$ cat src/rtl/game_pkg.sv
// Shared definitions for the memory-sequence game: state encoding, sequence
// geometry, LFSR taps and the digit-select helper.
package game_pkg;

  localparam int DIGIT_W    = 4;
  localparam int NUM_DIGITS = 5;
  localparam int SEQ_W      = DIGIT_W * NUM_DIGITS;
  localparam int STATE_W    = 4;
  localparam int LVL_W      = 3;
  localparam int IDX_W      = 3;

  // Fibonacci taps for x^20 + x^17 + 1 (bit positions in a left-shifting register)
  localparam int LFSR_TAP_HI = 19;
  localparam int LFSR_TAP_LO = 16;

  typedef enum logic [STATE_W-1:0] {
    IDLE      = 4'd0,
    LOAD      = 4'd1,
    SHOW      = 4'd2,
    WAIT_SHOW = 4'd3,
    INPUT     = 4'd4,
    LEVEL_UP  = 4'd5,
    WIN       = 4'd6,
    LOSE      = 4'd7
  } state_t;

  // Digit 0 is the most significant nibble, i.e. the first one played back
  function automatic logic [DIGIT_W-1:0] seq_digit(input logic [SEQ_W-1:0] s,
                                                   input logic [IDX_W-1:0] k);
    logic [DIGIT_W-1:0] d;
    d = '0;
    case (k)
      3'd0:    d = s[19:16];
      3'd1:    d = s[15:12];
      3'd2:    d = s[11:8];
      3'd3:    d = s[7:4];
      3'd4:    d = s[3:0];
      default: d = '0;
    endcase
    return d;
  endfunction

endpackage

$ cat src/rtl/game_round_ctrl_if.sv
// Signal bundle between the round controller and the rest of the game
// (player keypad, playback unit, status LEDs).
interface game_round_ctrl_if;
  import game_pkg::*;

  logic                 start;
  logic                 use_fixed;
  logic [SEQ_W-1:0]     fixed_seq;
  logic                 key_valid;
  logic [DIGIT_W-1:0]   key_digit;
  logic                 displayDone;
  logic                 display;
  logic [LVL_W-1:0]     curLvl;
  logic [SEQ_W-1:0]     seq;
  logic                 win;
  logic                 lose;
  logic [STATE_W-1:0]   state_o;

  // Controller side: consumes player/playback inputs, drives game status
  modport master (
    input  start, use_fixed, fixed_seq, key_valid, key_digit, displayDone,
    output display, curLvl, seq, win, lose, state_o
  );

  // Environment side: keypad, playback unit and observers
  modport slave (
    output start, use_fixed, fixed_seq, key_valid, key_digit, displayDone,
    input  display, curLvl, seq, win, lose, state_o
  );

endinterface

$ cat src/rtl/game_round_ctrl_seq_lfsr.sv
// Free-running 20-bit Fibonacci LFSR that supplies fresh game sequences.
module seq_lfsr
  import game_pkg::*;
#(
  parameter logic [SEQ_W-1:0] SEED = 20'hACE1F
) (
  input  logic             clk,
  input  logic             rst,
  output logic [SEQ_W-1:0] value
);

  // Shift left every cycle; a non-zero seed keeps the register out of the lock-up state
  always_ff @(posedge clk or negedge rst) begin
    if (!rst) begin
      value <= SEED;
    end else begin
      value <= {value[SEQ_W-2:0], value[LFSR_TAP_HI] ^ value[LFSR_TAP_LO]};
    end
  end

endmodule

$ cat src/rtl/game_round_ctrl.sv
// Round sequencer: loads a sequence, triggers playback, checks the player's
// entries digit by digit and decides level-up, win or loss.
module game_round_ctrl
  import game_pkg::*;
#(
  parameter int               MAX_LVL       = 5,
  parameter int               INPUT_TIMEOUT = 250000000,
  parameter logic [SEQ_W-1:0] LFSR_SEED     = 20'hACE1F
) (
  input  logic               clk,
  input  logic               rst,
  game_round_ctrl_if.master  bus
);

  localparam int                CNT_W    = (INPUT_TIMEOUT > 1) ? $clog2(INPUT_TIMEOUT) : 1;
  localparam logic [CNT_W-1:0]  CNT_LAST = CNT_W'(INPUT_TIMEOUT - 1);
  localparam logic [CNT_W-1:0]  CNT_MAX  = '1;
  localparam logic [LVL_W-1:0]  LVL_MAX  = LVL_W'(MAX_LVL);

  state_t             state, next_state;
  logic [IDX_W-1:0]   idx, idx_next;
  logic [CNT_W-1:0]   tmo_cnt, cnt_next;
  logic [LVL_W-1:0]   cur_lvl, lvl_next;
  logic [SEQ_W-1:0]   seq_r, seq_next;
  logic               display_r, win_r, lose_r;
  logic [SEQ_W-1:0]   lfsr_value;
  logic [DIGIT_W-1:0] cur_digit;
  logic [IDX_W-1:0]   last_idx;

  seq_lfsr #(.SEED(LFSR_SEED)) u_lfsr (
    .clk   (clk),
    .rst   (rst),
    .value (lfsr_value)
  );

  assign cur_digit = seq_digit(seq_r, idx);
  assign last_idx  = IDX_W'(cur_lvl - 3'd1);

  // State, datapath and registered status flags; flags follow the state being entered
  always_ff @(posedge clk or negedge rst) begin
    if (!rst) begin
      state     <= IDLE;
      idx       <= '0;
      tmo_cnt   <= '0;
      cur_lvl   <= '0;
      seq_r     <= '0;
      display_r <= 1'b0;
      win_r     <= 1'b0;
      lose_r    <= 1'b0;
    end else begin
      state     <= next_state;
      idx       <= idx_next;
      tmo_cnt   <= cnt_next;
      cur_lvl   <= lvl_next;
      seq_r     <= seq_next;
      display_r <= (next_state == SHOW);
      win_r     <= (next_state == WIN);
      lose_r    <= (next_state == LOSE);
    end
  end

  // Next-state and datapath updates; a key in the terminal timeout cycle takes priority
  always_comb begin
    next_state = state;
    idx_next   = idx;
    cnt_next   = tmo_cnt;
    lvl_next   = cur_lvl;
    seq_next   = seq_r;
    case (state)
      IDLE: begin
        if (bus.start) next_state = LOAD;
      end
      LOAD: begin
        seq_next   = bus.use_fixed ? bus.fixed_seq : lfsr_value;
        lvl_next   = 3'd1;
        next_state = SHOW;
      end
      SHOW: begin
        next_state = WAIT_SHOW;
      end
      WAIT_SHOW: begin
        if (bus.displayDone) begin
          next_state = INPUT;
          idx_next   = '0;
          cnt_next   = '0;
        end
      end
      INPUT: begin
        if (bus.key_valid) begin
          cnt_next = '0;
          if (bus.key_digit != cur_digit) begin
            next_state = LOSE;
          end else if (idx == last_idx) begin
            next_state = LEVEL_UP;
          end else begin
            idx_next = idx + 3'd1;
          end
        end else begin
          if (tmo_cnt != CNT_MAX) cnt_next = tmo_cnt + 1'b1;
          if (tmo_cnt == CNT_LAST) next_state = LOSE;
        end
      end
      LEVEL_UP: begin
        if (cur_lvl == LVL_MAX) begin
          next_state = WIN;
        end else begin
          lvl_next   = cur_lvl + 3'd1;
          next_state = SHOW;
        end
      end
      WIN, LOSE: begin
        if (bus.start) next_state = LOAD;
      end
      default: next_state = IDLE;
    endcase
  end

  assign bus.display = display_r;
  assign bus.curLvl  = cur_lvl;
  assign bus.seq     = seq_r;
  assign bus.win     = win_r;
  assign bus.lose    = lose_r;
  assign bus.state_o = state;

endmodule

$ cat src/flat_wrapper.sv
// flat-port wrapper written by rule: the top's interface ports become plain ports
module game_round_ctrl_flat import game_pkg::*;
#(
  parameter int               MAX_LVL       = 5,
  parameter int               INPUT_TIMEOUT = 250000000,
  parameter logic [SEQ_W-1:0] LFSR_SEED     = 20'hACE1F
)
  (clk, rst, bus_start, bus_use_fixed, bus_fixed_seq, bus_key_valid, bus_key_digit, bus_displayDone, bus_display, bus_curLvl, bus_seq, bus_win, bus_lose, bus_state_o);
  game_round_ctrl_if bus_i ();
  input  logic clk;
  input  logic rst;
  input wire logic [$bits(bus_i.start)-1:0] bus_start;
  input wire logic [$bits(bus_i.use_fixed)-1:0] bus_use_fixed;
  input wire logic [$bits(bus_i.fixed_seq)-1:0] bus_fixed_seq;
  input wire logic [$bits(bus_i.key_valid)-1:0] bus_key_valid;
  input wire logic [$bits(bus_i.key_digit)-1:0] bus_key_digit;
  input wire logic [$bits(bus_i.displayDone)-1:0] bus_displayDone;
  output wire logic [$bits(bus_i.display)-1:0] bus_display;
  output wire logic [$bits(bus_i.curLvl)-1:0] bus_curLvl;
  output wire logic [$bits(bus_i.seq)-1:0] bus_seq;
  output wire logic [$bits(bus_i.win)-1:0] bus_win;
  output wire logic [$bits(bus_i.lose)-1:0] bus_lose;
  output wire logic [$bits(bus_i.state_o)-1:0] bus_state_o;
  assign bus_i.start = bus_start;
  assign bus_i.use_fixed = bus_use_fixed;
  assign bus_i.fixed_seq = bus_fixed_seq;
  assign bus_i.key_valid = bus_key_valid;
  assign bus_i.key_digit = bus_key_digit;
  assign bus_i.displayDone = bus_displayDone;
  assign bus_display = bus_i.display;
  assign bus_curLvl = bus_i.curLvl;
  assign bus_seq = bus_i.seq;
  assign bus_win = bus_i.win;
  assign bus_lose = bus_i.lose;
  assign bus_state_o = bus_i.state_o;
  game_round_ctrl #(.MAX_LVL(MAX_LVL), .INPUT_TIMEOUT(INPUT_TIMEOUT), .LFSR_SEED(LFSR_SEED)) u_core (.clk(clk), .rst(rst), .bus(bus_i));
endmodule
$ cat config.mk
export PLATFORM = sky130hd
export DESIGN_NAME = game_round_ctrl_flat
export DESIGN_NICKNAME = d
export VERILOG_FILES = /design/src/rtl/game_pkg.sv /design/src/rtl/game_round_ctrl_if.sv /design/src/rtl/game_round_ctrl_seq_lfsr.sv /design/src/rtl/game_round_ctrl.sv /design/src/flat_wrapper.sv
export SDC_FILE = /design/constraint.sdc
export NUM_CORES = 1
export LEC_CHECK = 0
export ABC_CLOCK_PERIOD_IN_PS = 2700
export CORE_MARGIN = 8
export CORE_UTILIZATION = 50
export DETAILED_ROUTE_END_ITERATION = 8
export PLACE_DENSITY = 0.82
export SYNTH_ARGS = -nofsm -noshare
export SYNTH_HDL_FRONTEND = slang
export SYNTH_SLANG_ARGS = --single-unit
$ cat constraint.sdc
create_clock -name clk -period 2.7 [get_ports clk]
set_input_delay 0.54 -clock clk [delete_from_list [all_inputs] [get_ports clk]]
set_output_delay 0.54 -clock clk [all_outputs]
set_load 0.02 [all_outputs]
* Yosys cells after proc, flatten, opt, wreduce, memory -nomap -nowiden
Index checks and enable logic that the tools add are counted.
Operators by class: add/subtract/negate cells 4, equal/unequal tests 25, mux-type cells 21, bitwise operators 1, reductions and logical operators 8
Operator list (number):
- 2-to-1 mux 28 bit | 3
- one-hot mux 28 bit (2 select lines) | 1
- adder 28 x 1 -> 28 bit, second input constant | 1
- equality test 28 bit, second input constant | 1
- != test 28 bit, second input constant | 1
- equality test 4 x 3 -> 1 bit, second input constant | 6
- 2-to-1 mux 4 bit | 6
- one-hot mux 4 bit (6 select lines) | 1
- 2-to-1 mux 20 bit | 1
- one-hot mux 4 bit (5 select lines) | 1
- 2-to-1 mux 3 bit | 6
- equality test 4 x 2 -> 1 bit, second input constant | 3
- one-hot mux 3 bit (2 select lines) | 2
- != test 2 bit, second input constant | 5
- adder 3 x 1 -> 3 bit, second input constant | 2
- equality test 3 x 2 -> 1 bit, second input constant | 2
- equality test 3 bit, second input constant | 2
- AND reduction 5 bit | 1
- equality test 4 x 1 -> 1 bit, second input constant | 1
- zero test 4 bit | 1
- != test 4 bit | 1
- nonzero test 2 bit | 2
- equality test 3 x 1 -> 1 bit, second input constant | 1
- equality test 3 bit | 1
- 7 further kinds | 7
Word-level totals: register bits after elaboration 81, input bits 30, logic and storage cells 68

* Longest topological paths before layout
word-level depth 7, depth in mapped cells 10, mapped depth without buffers 8

* By module
From an unflattened synthesis, not the netlist that was laid out.
Second synthesis, totals: cells, all modules 395, area total of the unflattened synthesis 4105.2 sq um
By module, submodules not included:
- game_round_ctrl | instances 1, cells each 374, area each 3580.9 sq um, sequential area each 1526.5 sq um
- seq_lfsr | instances 1, cells each 21, area each 524.3 sq um, sequential area each 515.5 sq um

* Worst setup path after synthesis
OpenSTA, ideal clock, no wires.
path type register to register, start register u_core.state[0] (netlist: u_core.bus.state_o[0]), end register u_core.tmo_cnt[26], library setup time 132 ps, arrival time 2129 ps, required time 2568 ps, path slack 440 ps, cell stages (with the launch flop) 9, buffers on the path 2, cells stage by stage dfrtp_1 buf_6 or3b_4 a21oi_4 and3_1 buf_6 or4b_1 xor2_1 nor2_1
On the way: longest elaborated chain between the ends 3, elaborated cells on any way between the ends 7
RTL lines:
- start, declared | RTL line game_round_ctrl.sv:20 | state_t state, next_state;
- start signal, assigned | RTL line game_round_ctrl.sv:51 | state <= next_state;
- equality test 4 x 3 -> 1 bit / equality test 4 x 2 -> 1 bit (equally long branches) | RTL line game_round_ctrl.sv:69 | case (state)
- != test 3 x 2 -> 1 bit (no line), or another cell as far along
- AND reduction 3 bit (no line)
- end signal, assigned | RTL line game_round_ctrl.sv:53 | tmo_cnt <= cnt_next;
- end, declared | RTL line game_round_ctrl.sv:22 | logic [CNT_W-1:0] tmo_cnt, cnt_next;
Parallel ways exist; a longest one is shown, timed or not. A chain may end at the register's enable or synchronous reset.

* Final worst setup path
start register u_core.idx[2], end register u_core.state[1] (netlist: u_core.bus.state_o[1])
On the way: longest elaborated chain between the ends 6, elaborated cells on any way between the ends 12
RTL lines:
- start, declared | RTL line game_round_ctrl.sv:21 | logic [IDX_W-1:0] idx, idx_next;
- start signal, assigned | RTL line game_round_ctrl.sv:52 | idx <= idx_next;
- equality test 3 bit, or another cell as far along | RTL line game_pkg.sv:32 | case (k)
- one-hot mux 4 bit (5 select lines) | RTL line game_pkg.sv:32
- != test 4 bit | RTL line game_round_ctrl.sv:91 | if (bus.key_digit != cur_digit) begin
- 2-to-1 mux 4 bit (*) | RTL line game_round_ctrl.sv:91
- 2-to-1 mux 4 bit (*) | RTL line game_round_ctrl.sv:89 | if (bus.key_valid) begin
- one-hot mux 4 bit (6 select lines) (*) | RTL line game_round_ctrl.sv:69
- via u_core.next_state[1] | RTL line game_round_ctrl.sv:20
The timed path passes the listed nets; every way through them passes the cells marked *.

==> summary.txt <==
Outcome
  • Run status: finished, final reports clean

Global route
  • Vias in the first global route: 3,404
  • Antenna violations before repair: 0
  • GR Util met1: 23.1%
  • Pin count of the biggest net entering global routing: 75
  • GRT overflow: 0
  • First-pass GRT wire length: 17.0 mm
  • Gr busiest metal: met2
  • Met3 Use GR: 4.02%
  • Global-route usage over all layers: 18.4%
  • Met2 Resource Use GR: 29.4%

Synth
  • Netlist cell types: 61
  • Synth area leaders: dfrtp_1 42%, dfstp_2 7.7%, mux2i_1 5.8%
  • Number of enable flip-flop cells after synthesis: 0
  • Largest area contributor in the netlist: dfrtp_1
  • Top cells by count, synth: 69 x dfrtp_1, 45 x nor2_1, 34 x a21oi_1
  • Share of Yosys cell area claimed by the top area cell type: 41.9%
  • Post-synth ARST share: 100%
  • Syn Inst Count: 405
  • Mapped cell area: 4120 um^2
  • Syn Area/Cell: 10.2 um^2
  • Synth Register Bits: 81
  • Register area share after synthesis: 49.6%
  • Most common flop cell mapped by yosys: dfrtp_1
  • Post-Syn Nets: 444
  • Synth warnings: 0
  • Most frequent cell after synthesis: dfrtp_1

CTS
  • CTS clock-pin slew for the worst setup and hold paths: 90 ps
  • Root buffer cell: clkbuf_8
  • Sink Count: 81
  • Skew-Pair Late Insertion Delay: 360 ps
  • Num CTS Buffers: 9
  • Setup bufs post-CTS: 0
  • CTS tree: yes
  • CTS H-Tree Depth: 3
  • Clk buf depth: 2

Critical path
  • Slowest cell on crit path: dfrtp_1
  • Worst setup SP type: register
  • Crit Path Max Fanout: 14
  • Delay-heaviest family, CP: simple AND/OR/NAND/NOR gates
  • CP cell instances: buf_4, mux2i_1, o2111ai_1, xor2_1, nor4_2, buf_4, a21oi_1, or2_2
  • FF-to-FF Start: u_core.idx[2]
  • Buf/Inv on CP: 2
  • Reg2reg setup slack: 210 ps
  • CP arrival: 2740 ps
  • CP max stage delay: 600 ps
  • Worst flop-to-flop path endpoint: u_core.bus.state_o[1]
  • Worst Reg2Reg Path Length in Cells: 8
  • Most used cell, CP: buf_4
  • Setup CP Type: reg -> reg
  • Required time worst endpoint: 2950 ps
  • Worst Setup End Kind: register

Power
  • Sequential share of power: 45.0%
  • Comb power frac: 32.0%
  • Power Density: 726 nW/um^2
  • Leakage power: 2.16 nW
  • Internal power: 2.33 mW
  • Sw power: 1.35 mW
  • Clock power frac: 23.0%
  • VDD IR-drop max: 358 uV
  • Switching part of the total power: 36.7%
  • Overall Power: 3.68 mW

Finish
  • Ant. Diodes: 0
  • Synthesis-to-layout area growth: 23.1%
  • Fraction of layout cells with a size suffix above 1: 12.9%
  • # nets final: 514
  • Final Cell Area: 5070 um^2
  • Fin util: 62.6%

Detailed routing
  • Routed Antenna Nets: 0
  • Vias per std cell: 5.75
  • Routed vias: 3,362
  • WL/cell: 17.2 um
  • DR pass1 iterations: 4
  • Drt drc: 0
  • Iter 0 DRT Violations: 175
  • Post-Route WL: 10.1 mm

STA
  • Worst slew margin: 48.3%
  • # setup viols final: 0
  • Clk_skew: 10.9 ps
  • RSZ-0062 raised after global routing: no
  • Fin. max-slew vios: 0
  • WHS: 369 ps
  • Final Hold Vio Count: 0
  • Fmax: 402 MHz
  • Setup TNS: 0 ps
  • Worst slew pin tran: 756 ps
  • Tcrit/Tclk final: 92.1%
  • Fin crit period: 2490 ps

Min path
  • Hold path start: u_core.u_lfsr.value[10]
  • Hold depth: 0
  • Hold Crit Endpoint: u_core.u_lfsr.value[11]
  • Worst min-delay path category: reg -> reg

Placement
  • Dpl cell area: 4870 um^2
  • HPWL Detailed: 7.31 mm
  • Port bufs: 59
  • GP Congestion: 0.892

Floorplanning
  • Row count: 33
  • Starting density of the core: 50.9%
  • I/O pin count: 60
  • Die width: 107 um
  • Height of the die: 107 um
  • Core footprint: 8090 um^2
  • Die area: 11,400 um^2

Job
  • Max-cap viol count: 0
==> layout make-up <==
| class | instances | area (um^2) |
|---|---|---|
| Fill cell | 683 | 3030 |
| Sequential cell | 81 | 2040 |
| Multi-Input combinational cell | 294 | 1930 |
| Timing Repair Buffer | 75 | 723 |
| Tap cell | 105 | 131 |
| Clock buffer | 9 | 124 |
| Clock inverter | 7 | 58.8 |
| Inverter | 14 | 52.6 |
==> flip-flops by register name (all words and copies together), names as in the netlist <==
name,flops
u_core.bus.win,1
u_core.bus.lose,1
u_core.tmo_cnt,28
u_core.bus.seq,20
u_core.bus.display,1
u_core.bus.curLvl,3
u_core.u_lfsr.value,20
u_core.bus.state_o,4
u_core.idx,3
==> metrics by stage <==
stage,std cells,setup WS [ps]
after floorplan,405,440
after global placement,568,230
after detailed placement,568,174
after CTS,585,207
after global routing,585,79.3
final,585,213
==> what timing repair did <==
item	CTS	global route
hold endpoints to repair	4	0
hold buffers	1	0
resized for setup	0	0
==> worst max path at each step <==
stage                                startpoint               endpoint  slack, ps  cells past startpoint
after floorplan           u_core.bus.state_o[0]     u_core.tmo_cnt[26]        440                      8
after detailed placement          bus_key_valid      u_core.tmo_cnt[7]        170                      6
after global placement          bus_displayDone     u_core.tmo_cnt[26]        230                      7
after CTS                         u_core.idx[2]  u_core.bus.state_o[1]        210                      8
after global routing              u_core.idx[2]  u_core.bus.state_o[1]         80                      8
final                             u_core.idx[2]  u_core.bus.state_o[1]        210                      8
==> cell usage in the layout (no fill, tap or decap), types with 2 or more instances in the layout <==
cell type,count
a21oi_1,34
nand3b_1,10
clkdlybuf4s50_1,58
o2111ai_1,4
nand4_1,11
mux2i_1,24
nor2_1,45
and2_1,5
dfrtp_1,69
o31ai_1,4
a2111oi_0,3
o31ai_2,2
xor2_1,13
or2_1,2
inv_1,14
xnor2_1,9
o211ai_1,2
o221ai_1,2
clkbuf_8,9
nor3_2,3
or4b_1,2
nand3_1,13
a31oi_1,2
ha_1,9
o21ai_0,13
nor2_2,2
nand2_1,28
or3_1,2
nor3_1,7
nand4b_1,2
or4_1,4
dfstp_2,12
nor4_1,4
inv_6,3
and3_1,7
buf_4,15
nand3_2,3
==> layer usage <==
metal	share of wire (%)	vias up
met5	0	-
met4	2.4	0
met3	6.5	21
met2	46	131
met1	45	1623
li1	-	1587
==> kinds of logic after synthesis <==
group / share of synthesized area (%)
fa+ha+maj: 2.74
other cells: 0.0911
mux: 5.84
flops: 49.6
simple gates: 21.1
buf+inv: 3.53
xor+xnor: 4.68
compound gates: 12.4
==> power by group through the flow <==
stage	Sequential [mW]	Combinational, mW	Clock (mW)
6_report	1.65	1.18	0.847
5_1_grt	1.68	1.29	0.914
4_1_cts	1.65	1.19	0.854
3_5_place_dp	1.67	1.19	0
3_3_place_gp	1.66	1.13	0
2_1_floorplan	1.73	0.581	0
No activity file was read; power rests on OpenSTA's default activity.
